<file path="src/rtl/int_sequencer.sv">
// int_sequencer: latches interrupt requests, waits for an instruction boundary and injects
// push/pop opcodes into the decode slot. Define INT_NEST_EN to allow nested entry up to MAX_NEST.
module int_sequencer #(
    parameter int N        = 5,
    parameter int NUM_INT  = 4,
    parameter int MAX_NEST = 3,
    localparam int IDXW    = (NUM_INT > 1) ? $clog2(NUM_INT) : 1
) (
    input  logic               clk,
    input  logic               reset_n,
    input  logic [NUM_INT-1:0] int_req,
    input  logic [N-1:0]       fetched_op,
    input  logic               fetch_valid,
    input  logic               one_more_fetch,
    input  logic               stall,
    output logic               inject_valid,
    output logic [N-1:0]       inject_op,
    output logic               fetch_hold,
    output logic [NUM_INT-1:0] int_ack,
    output logic [IDXW-1:0]    vector_idx,
    output logic [2:0]         nest_cnt,
    output logic               busy
);

    localparam logic [N-1:0] OP_NOP    = '0;
    localparam logic [N-1:0] OP_PUSH_H = N'(5'b10110);
    localparam logic [N-1:0] OP_PUSH_L = N'(5'b10101);
    localparam logic [N-1:0] OP_PUSH_F = N'(5'b11111);
    localparam logic [N-1:0] OP_POP_L  = N'(5'b10111);
    localparam logic [N-1:0] OP_POP_F  = N'(5'b01111);
    localparam logic [N-1:0] OP_RTI    = N'(5'b11110);

`ifdef INT_NEST_EN
    localparam logic [2:0] NEST_LIM = 3'(MAX_NEST);
`else
    // Single-level entry; a degenerate MAX_NEST of 0 still blocks entry entirely.
    localparam logic [2:0] NEST_LIM = (MAX_NEST < 1) ? 3'(MAX_NEST) : 3'd1;
`endif

    typedef enum logic [2:0] {
        IDLE     = 3'd0,
        WAIT_BND = 3'd1,
        PUSH_H   = 3'd2,
        PUSH_L   = 3'd3,
        PUSH_F   = 3'd4,
        POP_L    = 3'd5,
        POP_F    = 3'd6
    } state_t;

    state_t             state_q, state_d;
    logic [NUM_INT-1:0] pending_q, pending_d;
    logic [IDXW-1:0]    vec_q, vec_d;
    logic [2:0]         nest_q, nest_d;
    logic               wait_q, wait_d;

    logic [IDXW-1:0]    pend_idx;
    logic               pend_any;
    logic [NUM_INT-1:0] ack_vec;
    logic               eligible;
    logic               rti_seen;

    // Lowest index wins: scan downward so the last hit is the smallest index.
    always_comb begin
        pend_idx = '0;
        pend_any = 1'b0;
        for (int unsigned i = NUM_INT; i > 0; i--) begin
            if (pending_q[i-1]) begin
                pend_idx = IDXW'(i - 1);
                pend_any = 1'b1;
            end
        end
    end

    always_comb begin
        ack_vec = '0;
        for (int unsigned i = 0; i < NUM_INT; i++) begin
            ack_vec[i] = (state_q == PUSH_F) && !stall && (vec_q == IDXW'(i));
        end
    end

    assign eligible  = pend_any && (nest_q < NEST_LIM);
    assign rti_seen  = fetch_valid && (fetched_op == OP_RTI);
    assign pending_d = (pending_q | int_req) & ~ack_vec;

    always_comb begin
        state_d = state_q;
        wait_d  = wait_q;
        vec_d   = vec_q;
        nest_d  = nest_q;
        if (!stall) begin
            case (state_q)
                IDLE: begin
                    if (rti_seen) begin
                        state_d = POP_L;
                    end else if (eligible) begin
                        state_d = WAIT_BND;
                        vec_d   = pend_idx;
                        wait_d  = one_more_fetch;
                    end
                end
                WAIT_BND: begin
                    if (wait_q) wait_d = 1'b0;
                    else        state_d = PUSH_H;
                end
                PUSH_H: state_d = PUSH_L;
                PUSH_L: state_d = PUSH_F;
                PUSH_F: begin
                    state_d = IDLE;
                    if (nest_q < NEST_LIM) nest_d = nest_q + 3'd1;
                end
                POP_L:  state_d = POP_F;
                POP_F: begin
                    state_d = IDLE;
                    if (nest_q != 3'd0) nest_d = nest_q - 3'd1;
                end
                default: state_d = IDLE;
            endcase
        end
    end

    always_ff @(posedge clk or negedge reset_n) begin
        if (!reset_n) begin
            state_q   <= IDLE;
            pending_q <= '0;
            vec_q     <= '0;
            nest_q    <= '0;
            wait_q    <= 1'b0;
        end else begin
            state_q   <= state_d;
            pending_q <= pending_d;
            vec_q     <= vec_d;
            nest_q    <= nest_d;
            wait_q    <= wait_d;
        end
    end

    always_comb begin
        inject_valid = 1'b0;
        inject_op    = OP_NOP;
        fetch_hold   = 1'b0;
        case (state_q)
            WAIT_BND: fetch_hold = 1'b1;
            PUSH_H: begin
                inject_valid = 1'b1;
                inject_op    = OP_PUSH_H;
                fetch_hold   = 1'b1;
            end
            PUSH_L: begin
                inject_valid = 1'b1;
                inject_op    = OP_PUSH_L;
                fetch_hold   = 1'b1;
            end
            PUSH_F: begin
                inject_valid = 1'b1;
                inject_op    = OP_PUSH_F;
                fetch_hold   = 1'b1;
            end
            POP_L: begin
                inject_valid = 1'b1;
                inject_op    = OP_POP_L;
            end
            POP_F: begin
                inject_valid = 1'b1;
                inject_op    = OP_POP_F;
                fetch_hold   = 1'b1;
            end
            default: ;
        endcase
    end

    assign int_ack    = ack_vec;
    assign vector_idx = vec_q;
    assign nest_cnt   = nest_q;
    assign busy       = (state_q != IDLE);

endmodule

</file>
<file path="config.mk">
export PLATFORM = sky130hd
export DESIGN_NAME = int_sequencer
export DESIGN_NICKNAME = d
export VERILOG_FILES = /design/src/rtl/int_sequencer.sv
export SDC_FILE = /design/constraint.sdc
export NUM_CORES = 1
export LEC_CHECK = 0
export ABC_AREA = 1
export CORE_MARGIN = 10
export CORE_UTILIZATION = 37
export DETAILED_ROUTE_END_ITERATION = 8
export PLACE_DENSITY_LB_ADDON = 0.2
export SLEW_MARGIN = 40
export SYNTH_ARGS = -nofsm -noshare
export SYNTH_HDL_FRONTEND = slang
export SYNTH_SLANG_ARGS = --single-unit
</file>
<file path="constraint.sdc">
create_clock -name clk -period 2.47 [get_ports clk]
set_input_delay 0.494 -clock clk [delete_from_list [all_inputs] [get_ports clk]]
set_output_delay 0.494 -clock clk [all_outputs]
set_load 0.1 [all_outputs]
</file>
==> impl_metrics.yaml <==
status:
  status: "finished clean"
worst_setup_path:
  critPathRequiredTime_ns: 1.98
  cp_slowest_cell: "dfrtp_1"
  cp-end-kind: "primary output"
  path_cells: "inv_2 > nand2_2 > nor2_2 > nand2_2 > nor3_4 > buf_12"
  cp_top_family: "simple AND/OR/NAND/NOR gates"
  timing.critical_path.buf_inv: 2
  critPathKind: "reg2out"
  crit_top_cell: "nand2_2"
  critPathLaunchType: "flop"
  arrival_ns: 1.72
  r2r_setup_slack_ns: 1.07
  crit_fanout: 5
  critical-path-max-stage-delay_ns: 0.44
grt:
  antenna_found_initial: 0
  grt_max_degree: 14
  grt_use_total_pct: 9.14
  grt_first_pass_wirelength_mm: 3.77
  grt_overflow: 0
  grt_pass1_vias: 869
timing:
  maxSlewViolCount: 0
  rsz0062_at_grt: "false"
  relSlewSlack_pct: 60.8
  setup_viol: 0
  hold_viol: 0
  fin_crit_ns: 2.21
  max_freq_ghz: 0.452
  skew_ns: 0.00917
  tns_ns: 0
  worstMarginPinSlew_ns: 0.586
  setup_slack_ns: 0.256
  min_period_over_period_pct: 89.6
drt:
  firstDrtPassIters: 4
  wl_mm: 2.25
  route.antenna.remaining_nets: 0
  drcViolationCount: 0
  wl_per_cell_um: 12.0
  drt_first_iter_violations: 36
  vias: 893
  post_drt_via_cell_ratio: 4.78
logic_synthesis:
  yosys_warnings: 0
  synth_cell_type_count: 20
  netlist_instances: 124
  synthArstFlopShare_pct: 100
  syn_area_um2: 890
  syn_area_per_cell_um2: 7.17
  synthXorXnorAreaFrac_pct: 2.95
  synth_mux_area_share_pct: 0
  ys_seq_area_share_pct: 36.6
  synth_top_family_by_area: "simple AND/OR/NAND/NOR gates"
  ys_ff_latch: 13
  synth-compound-area-share_pct: 6.61
  synthAdderAreaFrac_pct: 4.22
  ys.flop_type: "dfrtp_1"
  syn-num-nets: 141
  synth_enable_flop_cells: 0
  synthSimpleGateAreaFrac_pct: 41.1
clocking:
  clk_path_buf_depth: 2
  cts-resized-gates: 0
  clock_latency_ns: 0.28
  cts_setup_buffers: 0
  htreeDepth: 1
  root_buffer: "clkbuf_4"
  postCtsHoldBufs: 0
  cts.clk_slew.worst_paths_ns: 0.09
  numCtsBuffers: 3
  cts.sinks: 13
  cts_tree: "built"
die:
  fp.dieW_um: 69.0
  rows: 17
  ios: 31
  die_h_um: 69.0
  start_util_pct: 39.5
  die_area_um2: 4770
  core_area_um2: 2250
placed_design:
  gp_congestion: 0.748
  portBuffers: 30
  dp_hpwl_mm: 1.90
  pre_cts_slack_ns: 0.322
  placed_area_um2: 1270
job:
  cap_violations: 0
final_layout:
  final_cell_area_um2: 1300
  nNetsFinal: 177
  final_common_cell: "nand2_1"
  fill_cells: 220
  final_cell_mix: "nand2_1, nor2_1, inv_1"
  area_delta_synth_final_pct: 45.7
  drive_gt1_share_pct: 27.7
  n_antenna_cell: 0
min_path:
  hp-class: "reg2reg"
==> stage by stage <==
stage | instances | utilization (%) | hold slack (ns)
after global routing | 187 | 57.5 | 0.588
final | 187 | 57.5 | 0.543
after detailed placement | 183 | 56.3 | 0.529
after CTS | 187 | 57.5 | 0.552
after floorplan | 124 | - | 0.198
after global placement | 183 | 56.3 | 0.524
==> cell families (layout without fill, tap and decap cells) <==
| kind of cell | Yosys count | count (layout) |
|---|---|---|
| and+or+nand+nor | 76 | 76 |
| buffers and inverters | 20 | 55 |
| DFF | 13 | 13 |
| AOI/OAI and AO/OA | 9 | 9 |
| adders and majority gates | 3 | 3 |
| xor gates and xnor gates | 3 | 3 |
==> final timing paths <==
path	startpoint	end	cells after the start
worst min-delay path	pending_q[0]$_DFF_PN0_	pending_q[0]$_DFF_PN0_	2
worst max register to register	state_q[1]$_DFFE_PN0P_	pending_q[3]$_DFF_PN0_	6
worst min register to register	pending_q[0]$_DFF_PN0_	pending_q[0]$_DFF_PN0_	2
worst max-delay path	state_q[1]$_DFFE_PN0P_	int_ack[3]	6
max in group asynchronous	reset_n	vector_idx[0]$_DFFE_PN0P_	1
min in group asynchronous	reset_n	state_q[1]$_DFFE_PN0P_	1
==> state kept, by name (all words and copies together) (netlist names) <==
name,flops
pending_q,4
nest_cnt,3
state_q,3
vector_idx,2
wait_q,1
==> cell type report <==
cell class,count,area [um2],area share [%]
multi-input combinational,91,515,39.8
timing repair buffer,31,315,24.3
clock buffer,4,26.3,2.03
sequential,13,328,25.3
inverter,20,76.3,5.89
tap,28,35.0,2.70
==> worst min-delay path: stages (launching register included) <==
cell and delay (ns):
dfrtp_1 0.38, nor2_1 0.05, nor2_1 0.08
==> per-layer routing <==
metal	share of wire (%)	track usage, %
met1	39	9.97
met2	55	16.3
met3	4.6	3.28
met4	0.45	2.00
met5	0	0
==> Yosys cell counts, types with 2 or more instances <==
cell type | n | share of area (%)
dfrtp_1 | 13 | 37
ha_1 | 3 | 4.2
inv_1 | 15 | 6.3
inv_2 | 4 | 1.7
nand2_1 | 34 | 14
nand2_2 | 6 | 4.2
nand3_1 | 10 | 5.6
nand3_2 | 2 | 2.3
nand4_1 | 2 | 1.4
nor2_1 | 16 | 6.8
nor3_2 | 4 | 4.5
o21ai_0 | 3 | 1.7
o21ai_1 | 4 | 2.3
xor2_1 | 2 | 2.0
Power is left out: the tool's default activity adds up to more than one toggle a clock period on the data nets, which glitch-free logic cannot reach.
